File: src/rtl/interp_cmd_sched.sv
// interp_cmd_sched: validates, queues and issues interpolation commands to the engine.
// Optional CMD_TIMEOUT_EN adds a RUN-state watchdog that aborts after TIMEOUT_CYC cycles.
module interp_cmd_sched #(
  parameter int          DEPTH       = 4,
  parameter logic [23:0] TIMEOUT_CYC = 24'hFFFFFF
) (
  input  logic                     sys_clk,
  input  logic                     sys_rst,
  input  logic                     cmd_valid,
  input  logic [83:0]              cmd_data,
  input  logic                     abort,
  input  logic                     eng_busy,
  input  logic                     eng_done,
  output logic                     eng_start,
  output logic                     eng_abort,
  output logic [83:0]              eng_data,
  output logic                     cmd_drop,
  output logic [1:0]               err_code,
  input  logic                     err_clr,
  output logic [$clog2(DEPTH):0]   q_count,
  output logic [1:0]               state
);
  localparam int AW = $clog2(DEPTH);
  typedef enum logic [1:0] {IDLE = 2'b00, ISSUE = 2'b01, RUN = 2'b10} st_t;
  st_t st, st_nx;
  logic cmd_valid_q;
  logic [83:0] mem [DEPTH];
  logic [AW-1:0] wr_ptr, rd_ptr;
  logic [AW:0] cnt;
  logic [7:0] vmax, acc;
  logic push_req, invalid, full, pop, do_push, bad, ovf, tmo;
  logic unused_ok;
  assign unused_ok = ^{eng_busy, TIMEOUT_CYC};
  assign vmax     = cmd_data[15:8];
  assign acc      = cmd_data[7:0];
  assign push_req = cmd_valid & ~cmd_valid_q;
  assign invalid  = vmax == 8'd0 || acc == 8'd0 || acc > vmax || cmd_data[82:81] == 2'b11;
  assign full     = cnt == (AW+1)'(DEPTH);
  assign pop      = st == IDLE && cnt != '0 && !abort;
  assign bad      = push_req & ~abort & invalid;
  assign ovf      = push_req & ~abort & ~invalid & full & ~pop;
  assign do_push  = push_req & ~abort & ~invalid & (~full | pop);
  assign q_count  = cnt;
  assign state    = st;
`ifdef CMD_TIMEOUT_EN
  logic [23:0] run_cnt;
  // counter idles at zero outside RUN, so it restarts on every entry
  always_ff @(posedge sys_clk or posedge sys_rst)
    if (sys_rst) run_cnt <= '0;
    else run_cnt <= (st == RUN) ? run_cnt + 24'd1 : '0;
  assign tmo = st == RUN && run_cnt == TIMEOUT_CYC - 24'd1 && !eng_done && !abort;
`else
  assign tmo = 1'b0;
`endif
  always_comb begin
    st_nx     = st;
    eng_start = st == ISSUE;
    eng_abort = (abort && st != IDLE) || tmo;
    st_nx     = abort ? IDLE :
                st == IDLE  ? (pop ? ISSUE : IDLE) :
                st == ISSUE ? RUN :
                (eng_done || tmo) ? IDLE : RUN;
  end
  always_ff @(posedge sys_clk)
    if (do_push) mem[wr_ptr] <= cmd_data;
  always_ff @(posedge sys_clk or posedge sys_rst)
    if (sys_rst) begin
      st          <= IDLE;
      cmd_valid_q <= 1'b0;
      wr_ptr      <= '0;
      rd_ptr      <= '0;
      cnt         <= '0;
      eng_data    <= '0;
      cmd_drop    <= 1'b0;
      err_code    <= 2'b00;
    end else begin
      st          <= st_nx;
      cmd_valid_q <= cmd_valid;
      cmd_drop    <= bad | ovf;
      wr_ptr      <= abort ? '0 : wr_ptr + AW'(do_push);
      rd_ptr      <= abort ? '0 : rd_ptr + AW'(pop);
      cnt         <= abort ? '0 : cnt + (AW+1)'(do_push) - (AW+1)'(pop);
      if (pop) eng_data <= mem[rd_ptr];
      err_code    <= tmo ? 2'b11 : ovf ? 2'b10 : bad ? 2'b01 : err_clr ? 2'b00 : err_code;
    end
endmodule

File: config.mk
export PLATFORM = sky130hd
export DESIGN_NAME = interp_cmd_sched
export DESIGN_NICKNAME = d
export VERILOG_FILES = /design/src/rtl/interp_cmd_sched.sv
export SDC_FILE = /design/constraint.sdc
export NUM_CORES = 1
export LEC_CHECK = 0
export ABC_AREA = 1
export CORE_ASPECT_RATIO = 1.25
export CORE_MARGIN = 3
export CORE_UTILIZATION = 43
export DETAILED_ROUTE_END_ITERATION = 16
export PLACE_DENSITY = 0.62
export SETUP_SLACK_MARGIN = 0.02
export SLEW_MARGIN = 20
export SYNTH_ARGS = -nofsm -noshare
export SYNTH_HDL_FRONTEND = slang
export SYNTH_SLANG_ARGS = --single-unit
File: constraint.sdc
create_clock -name sys_clk -period 13.4 [get_ports sys_clk]
set_input_delay 2.01 -clock sys_clk [delete_from_list [all_inputs] [get_ports sys_clk]]
set_output_delay 2.01 -clock sys_clk [all_outputs]
set_load 0.02 [all_outputs]
==> metrics.md <==
| Metric | Value |
|---|---|
| Vias in the first global route | `9,731` |
| CTS Buf Count | `43` |
| Postcts setup bufs | `0` |
| Ranking of synthesized cells by area | `edfxtp_1, dfrtp_1, nor2_1, o21ai_0, a31oi_1` |
| Core area | `about 38,000 sq um` |
| Initial Utilization | `0.439` |
| Post-synthesis register bit count | `433` |
| Register area share after synthesis | `0.759` |
| Vias/cell | `5.10` |
| DRT Wirelength | `between 30,000 and 40,000 microns` |
| Post-route setup slack | `about 7.8 ns` |
| DR WL/cell | `approximately 18 microns` |
| IO Pins | `roughly 190` |
| Cts hold-fix bufs | `0` |
| Die height | `about 220 microns` |
| Via count | `10,100` |
| Wire length on met2 | `about 18,000 microns` |
| Setup TNS | `0 ns` |
| Placed inst area | `around 19,000 sq um` |
| Post-synth EDFFs | `336` |
| Avg Cell Area, Syn | `roughly 13 sq um` |
| Crit end category | `primary output` |
| DRT met1 WL | `around 15,000 microns` |
| Clock transition at path regs | `around 0.060 ns` |
| Buffers on Ports | `around 180` |
| Synth Instances | `approximately 1,300` |
| Leak Pwr | `7.10 nW` |
| Cts repair resizes | `0` |
| Top_reg_cell synth | `edfxtp_1` |
| Remaining Overflow, GRT | `0` |
| Synth cell count leaders | `nor2_1, edfxtp_1, o21ai_0` |
| VDD IR max | `about 0.14 mV` |
| DRT antenna net count | `0` |
| Leading area contributor after synthesis | `edfxtp_1` |
| Final Hold Viols | `0` |
| RSZ-0062 raised after global routing | `false` |
| Final net count | `1,563` |
| First-pass GRT wire length | `54,700 microns` |
| Clock Latency Late Sink | `~0.54 ns` |
| FILL cells | `slightly above 3,000` |
| Die footprint | `slightly above 40,000 sq um` |
| Initial antenna violation count | `2` |
| Utilization after layout | `0.534` |
| DP HPWL | `19,100 microns` |
| Placer Congestion | `0.752` |
| Maxcap violations | `0` |
| Slew @ Worst Pin | `~0.98 ns` |
| Worst Path Required | `approximately 11 ns` |
| Power per cell area | `between 150 and 200 nW/um^2` |
| Slew Limit Fails | `0` |
| Final Skew | `roughly 0.015 ns` |
| Most common cell in the netlist | `nor2_1` |
| Pin count of the biggest net entering global routing | `97` |
| Layout area overhead | `21.7%` |
| DR WL met3 | `approximately 1900 microns` |
| Post-synth ARST share | `0.224` |
| Global-route usage over all layers | `0.173` |
| Top sig layer | `met4` |
| Syn. warnings | `0` |
| Dpl cells | `between 1,500 and 2,000` |
| Fin crit share | `0.417` |
| Number of cell rows | `between 70 and 80` |
| Largest buffer count on any clock path | `3` |
| Final number of setup-violating endpoints | `0` |
| Synth top area share | `0.612` |
| CTS tree | `yes` |
| HP Class | `reg -> reg` |
| Slew margin rel. | `0.345` |
| Post-place setup slack | `between 7 and 8 ns` |
| TritonCTS Sinks | `roughly 430` |
| Critical Path Start Type | `input port` |
| Data arrival, critical path | `~3.6 ns` |
| Crit path kind | `in -> out` |
| Final instance area | `between 20,000 and 25,000 sq um` |
| Root Driver | `clkbuf_16` |
| Initial drt markers | `approximately 640` |
| Max Clk Rate | `roughly 180 MHz` |
| H-tree levels | `2` |
| Chip width | `around 180 microns` |
| Post-Layout Cell Count | `approximately 2,000` |
| # DRC | `0` |
| Synthesized cell area | `roughly 16,000 sq um` |
| Distinct cells, synth | `30` |
| Final min period | `5.59 ns` |
| Layout cell share with drive strength beyond 1 | `0.0609` |
| Worst Path Max Fanout | `9` |
| Post-Syn Nets | `approximately 1,400` |
| DRT Pass-1 Iters | `4` |
| Status | `complete, no violations` |
## layout make-up
type / instances / area [sq um] / share of cell area
Antenna cell: 2 / 5.00 / 0.000249
Clock buffer: 61 / 1190 / 0.0596
Clock inverter: 19 / 206 / 0.0103
Inverter: 29 / 115 / 0.00574
Multi-Input combinational cell: 753 / 3460 / 0.172
Sequential cell: 433 / 12500 / 0.624
Tap cell: 486 / 608 / 0.0303
Timing Repair Buffer: 199 / 1950 / 0.0973
## final timing paths
| path | end | slack (ns) | cells past startpoint | start |
|---|---|---|---|---|
| max | eng_abort | 7.81 | 4 | abort |
| min | err_code[0] | 0.53 | 2 | err_code[0] |
| max reg2reg | mem[0][20] | 10.53 | 7 | state[0] |
| min reg2reg | err_code[0] | 0.53 | 2 | err_code[0] |
| max in group asynchronous | rd_ptr[1] | 10.12 | 3 | sys_rst |
| min in group asynchronous | eng_data[46] | 2.04 | 2 | sys_rst |
## flip-flops by register name, indices dropped and copies added, names as in the netlist
register,flops
eng_data,84
q_count,3
rd_ptr,2
cmd_valid_q,1
cmd_drop,1
mem,336
state,2
wr_ptr,2
err_code,2
## logic make-up after synthesis
logic type / after synthesis / synth area share
adders and majority gates: 13 / 0.0103
DFF: 433 / 0.759
and+or+nand+nor: 478 / 0.111
xor gates and xnor gates: 3 / 0.00159
buffers and inverters: 104 / 0.0324
AOI/OAI and AO/OA: 259 / 0.0853
## stage by stage
stage	hold WS, ns	power, W
2_1_floorplan	0.530	0.00237
3_3_place_gp	0.514	0.00278
3_5_place_dp	0.521	0.00281
4_1_cts	0.540	0.00399
5_1_grt	0.575	0.00416
6_report	0.533	0.00394
## per-layer routing
metal | track usage | vias up
li1 | - | 4890
met5 | 0 | -
met3 | 0.0344 | 55
met4 | 0.0558 | 0
met1 | 0.218 | 4931
met2 | 0.302 | 240
## layout by cell type, fill, tap and decap left out, drive strengths merged
master,n
nand3,2
a31oi,84
clkbuf,61
xnor2,2
clkinv,14
a21oi,3
a211oi,1
edfxtp,336
nand4,4
fa,1
nor2,443
clkinvlp,1
xor2,1
buf,16
ha,12
nor3b,1
bufinv,4
dfrtp,97
o21ai,170
nand2,23
a21o,1
diode,2
clkdlybuf4s50,183
inv,29
nor3,5
## critical path: stages
cell             delay [ns]
clkdlybuf4s50_1        0.68
inv_2                  0.09
nor2_1                 0.15
clkdlybuf4s50_1        0.64
## where the power goes
group,internal (W),total (W),switching [W]
sequential,0.00160,0.00171,0.000113
combinational,0.000423,0.00105,0.000630
clock,0.000700,0.00118,0.000478
No activity file was read; power rests on OpenSTA's default activity.
==> RTL edit 1, RTL diff (same settings) <==
Build with the macro `CMD_TIMEOUT_EN` defined.
--- a/src/rtl/interp_cmd_sched.sv
+++ b/src/rtl/interp_cmd_sched.sv
@@ -1,5 +1,7 @@
 // interp_cmd_sched: validates, queues and issues interpolation commands to the engine.
 // Optional CMD_TIMEOUT_EN adds a RUN-state watchdog that aborts after TIMEOUT_CYC cycles.
+`define CMD_TIMEOUT_EN
+
 module interp_cmd_sched #(
   parameter int          DEPTH       = 4,
   parameter logic [23:0] TIMEOUT_CYC = 24'hFFFFFF
Check against the original RTL: same outputs for any inputs over 4 cycles, from zero or initial values and one cycle with sys_rst high; that may be too few to reach the edited logic, so the function may still have changed.
==> RTL edit 1 against the original RTL <==
  * Final area rose by 8.8%
  * Largest power group unchanged
  * Highest routed layer is now met5
  * Worst setup slack got worse by 430 ps
  * Register-to-register slack got worse by 330 ps
  * Area after synthesis rose by 8.7%
  * Routed wire length rose by 13%
  * Sequential cell count rose by 24
  * Clock power rose by 15%
  * Power rose by 7.8%
==> RTL edit 1: results (changes against the original RTL) <==
status completed (unchanged); syn_nets 1591 (was 1394); # diodes 0 (was 2); Worst Skew 13.7 ps (was 14.9 ps); WL/cell 18.0 µm (was 18.1 µm); GP Congestion 0.840 (was 0.752); met3 wire len 2.87 mm (was 1.90 mm); via count 11500 (was 10100); Pre-antenna DRT Iters 5 (was 4); routed wl met2 20.6 mm (was 18.3 mm); compound-gate portion of the synthesized area 8.52% (was 8.53%); ys async rst share 26.5% (was 22.4%); # nets final 1762 (was 1563); r2r startpoint state[1] (was state[0]); Worst Hold End run_cnt[8] (was err_code[0]); largest net degree at the start of global routing 101 (was 97); top routing layer used met5 (was met4); library cells used by synthesis 34 (was 30); Iter 0 DRT Violations 542 (was 641); Worst Path Arrival 4010 ps (was 3580 ps); initial antenna violation count 3 (was 2); layout cells sized above 1 7.02% (was 6.09%); worst r2r dst mem[1][33] (was mem[0][20]); WHS Path Cells 1 (was 2); Post-Synth Adder-Cell Area 1.09% (was 1.03%); first-pass GRT wire length 62.5 mm (was 54.7 mm); GRT Total Usage 18.3% (was 17.3%); FILL cells 3507 (was 3098); Worst Hold Launch run_cnt[8] (was err_code[0]); Clock Latency Late Sink 560 ps (was 540 ps); top post-synthesis cells by area edfxtp_1 56%, dfrtp_1 17%, nor2_1 10% (was edfxtp_1 61%, dfrtp_1 15%, nor2_1 10%); Synth Area in XOR/XNOR 0.440% (was 0.159%)
-- RTL edit 1: cell count changes in the layout (fill, tap and decap cells not counted), sizes merged, moves of 9 or more --
cell   delta
a21oi    +10
nor3      +9
nand2    +43
inv      +26
nand3    +17
nor2     +42
dfrtp    +24
-- RTL edit 1: worst reg2reg max path, delay by kind of cell (launching register included) --
kind / cells / cell delay (ps)
buffers and inverters: 2 / 1330
flip-flops: 1 / 420
AND/OR/NAND/NOR: 5 / 1050
-- RTL edit 1: area by class of cell --
| type | instances | area share [%] |
|---|---|---|
| Clock buffer | 62 | 6.21 |
| Clock inverter | 25 | 1.35 |
| Inverter | 54 | 0.969 |
| Multi-Input combinational cell | 897 | 19.2 |
| Sequential cell | 457 | 60.1 |
| Tap cell | 552 | 3.16 |
| Timing Repair Buffer | 199 | 8.94 |
-- RTL edit 1: stage by stage --
stage,cells,setup WS (ps),util (%)
after CTS,2246,7350,53.1
after detailed placement,2159,7390,49.1
after floorplan,1485,6430,-
after global routing,2246,7240,53.1
after global placement,2159,7470,49.1
final,2246,7380,53.1
-- RTL edit 1: kinds of logic after synthesis --
| kind of cell | after synthesis |
|---|---|
| AND/OR/NAND/NOR | 592 |
| flip-flops | 457 |
| AO/OA/AOI/OAI | 281 |
| buffers and inverters | 131 |
| adder cells (fa/ha/maj) | 15 |
| XOR/XNOR | 9 |
-- RTL edit 1: layer usage --
metal,vias to the layer above,global-route usage [%]
met5,-,0
met4,6,6.82
met1,5600,21.5
met3,76,4.75
met2,283,32.4
li1,5509,-
-- RTL edit 1: where the power goes --
| group | total, µW | switching (µW) | internal (µW) |
|---|---|---|---|
| Sequential | 1770 | 98.9 | 1670 |
| Combinational | 1120 | 687 | 435 |
| Clock | 1360 | 529 | 829 |
| Total | 4250 | 1320 | 2930 |
-- RTL edit 1: worst max-delay path by stage --
stage	from	end	slack, ps	cells after the start
6_report	abort	eng_abort	7380	7
2_1_floorplan	cmd_data[15]	mem[0][0]	6430	8
5_1_grt	abort	eng_abort	7240	7
3_5_place_dp	abort	eng_abort	7390	7
4_1_cts	abort	eng_abort	7350	7
3_3_place_gp	abort	eng_abort	7470	7
==> RTL edit 2, RTL diff (same flow settings) <==
Made on the original files. The output `cmd_drop` loses its register stage (`cmd_drop` becomes a continuous assignment).
--- a/src/rtl/interp_cmd_sched.sv
+++ b/src/rtl/interp_cmd_sched.sv
@@ -71,17 +71,17 @@
       rd_ptr      <= '0;
       cnt         <= '0;
       eng_data    <= '0;
-      cmd_drop    <= 1'b0;
       err_code    <= 2'b00;
     end else begin
       st          <= st_nx;
       cmd_valid_q <= cmd_valid;
-      cmd_drop    <= bad | ovf;
       wr_ptr      <= abort ? '0 : wr_ptr + AW'(do_push);
       rd_ptr      <= abort ? '0 : rd_ptr + AW'(pop);
       cnt         <= abort ? '0 : cnt + (AW+1)'(do_push) - (AW+1)'(pop);
       if (pop) eng_data <= mem[rd_ptr];
       err_code    <= tmo ? 2'b11 : ovf ? 2'b10 : bad ? 2'b01 : err_clr ? 2'b00 : err_code;
     end
+
+  assign cmd_drop = bad | ovf;
 endmodule
 
Check against the original RTL: not equivalent (Yosys sat finds a counterexample within 4 cycles, from zero or initial values and one cycle with sys_rst high).
==> RTL edit 2 against the original RTL <==
  * Worst setup slack got worse by 730 ps
  * Worst hold slack worse by 5.1 ps
  * Largest cell class unchanged
  * Via count down 0.53%
  * First-iteration DRC count shrank 11%
  * Power hardly changed
  * Critical endpoint is now cmd_drop
  * Global-route usage is essentially flat
  * Maximum frequency shrank 12%
  * Area after synthesis is 0.15% lower
  * Final area is 0.13% lower
  * Sequential cell count is 1 lower
  * Routed wire length decreased by 1.0%
==> RTL edit 2: results (changes against the original RTL) <==
# nets final 1560 (was 1563); Pre-antenna DRT Iters 5 (was 4); Seq/Total Area, Yosys 75.9% (about the same); syn_nets 1393 (was 1394); relative slew slack 34.0% (was 34.5%); layout cells sized above 1 6.31% (was 6.09%); Worst Skew 14.3 ps (was 14.9 ps); worst vdd ir 0.120 mV (was 0.141 mV); status completed (unchanged); CTS buffer count 42 (was 43); Iter 0 DRT Violations 573 (was 641); Area after DPL 18600 µm² (was 18700 µm²); Final HPWL DP 19.4 mm (was 19.1 mm); fin cells 1976 (was 1982); top cells by count, synth 441 x nor2_1, 336 x edfxtp_1, 166 x o21ai_0 (unchanged); Cells after DPL 1898 (was 1900); initial antenna violation count 1 (was 2); Worst Path Arrival 4310 ps (was 3580 ps); Vias/cell 5.09 (was 5.10); GRT Total Usage 17.3% (about the same); crit-path max FO 6 (was 9); Pwr Density 197 nW/µm² (was 196 nW/µm²); first-pass GRT wire length 55.0 mm (was 54.7 mm); Post-Route WL 35.5 mm (was 35.9 mm); Int Pwr 2730 µW (was 2720 µW); largest net degree at the start of global routing 87 (was 97); static leakage 0.00709 µW (was 0.00710 µW); ys async rst share 22.2% (was 22.4%); CP max stage delay 600 ps (was 680 ps)
[RTL edit 2: cell types whose count changed after synthesis, sizes merged]
cell | before | now
dfrtp | 97 | 96
[RTL edit 2: routing by layer]
metal	share of wire [%]	vias to the layer above	track usage, %
li1	-	4869	-
met1	41	4894	21.0
met2	52	232	31.3
met3	3.8	67	2.73
met4	3.1	0	6.51
met5	0	-	0
[RTL edit 2: final timing paths]
kind | from | to | slack [ps] | depth (start not counted)
min in group asynchronous | sys_rst | eng_data[26] | 1940 | 2
worst min register to register | err_code[1] | err_code[1] | 530 | 2
max in group asynchronous | sys_rst | rd_ptr[1] | 10060 | 3
worst max register to register | rd_ptr[0] | eng_data[44] | 10490 | 4
worst max-delay path | cmd_data[15] | cmd_drop | 7080 | 12
worst min-delay path | err_code[1] | err_code[1] | 530 | 2
[RTL edit 2: logic make-up (layout without fill, tap and decap cells)]
kind of cell	after synthesis	in the layout	synth area share, %
buf+inv	104	304	3.25
fa+ha+maj	13	13	1.03
compound gates	259	259	8.54
other cells	0	1	0
simple gates	478	478	11.1
xor+xnor	3	3	0.160
flops	432	432	75.9
[RTL edit 2: tightest hold or removal path, stage by stage, from the launching register on]
cell	delay (ps)
dfrtp_1	350
nand4_1	90
nand2_1	60
[RTL edit 2: stage by stage]
step | utilization [%] | hold slack (ps)
final | 53.5 | 528
after global routing | 53.5 | 554
after CTS | 53.5 | 538
after detailed placement | 49.7 | 517
after global placement | 49.7 | 520
after floorplan | - | 530
[RTL edit 2: cell type report]
type / count / area (µm²)
Fill cell: 3067 / 17400
Sequential cell: 432 / 12500
Multi-Input combinational cell: 753 / 3460
Timing Repair Buffer: 198 / 1940
Clock buffer: 60 / 1220
Tap cell: 486 / 608
Clock inverter: 17 / 190
Inverter: 29 / 115
Antenna cell: 1 / 2.50
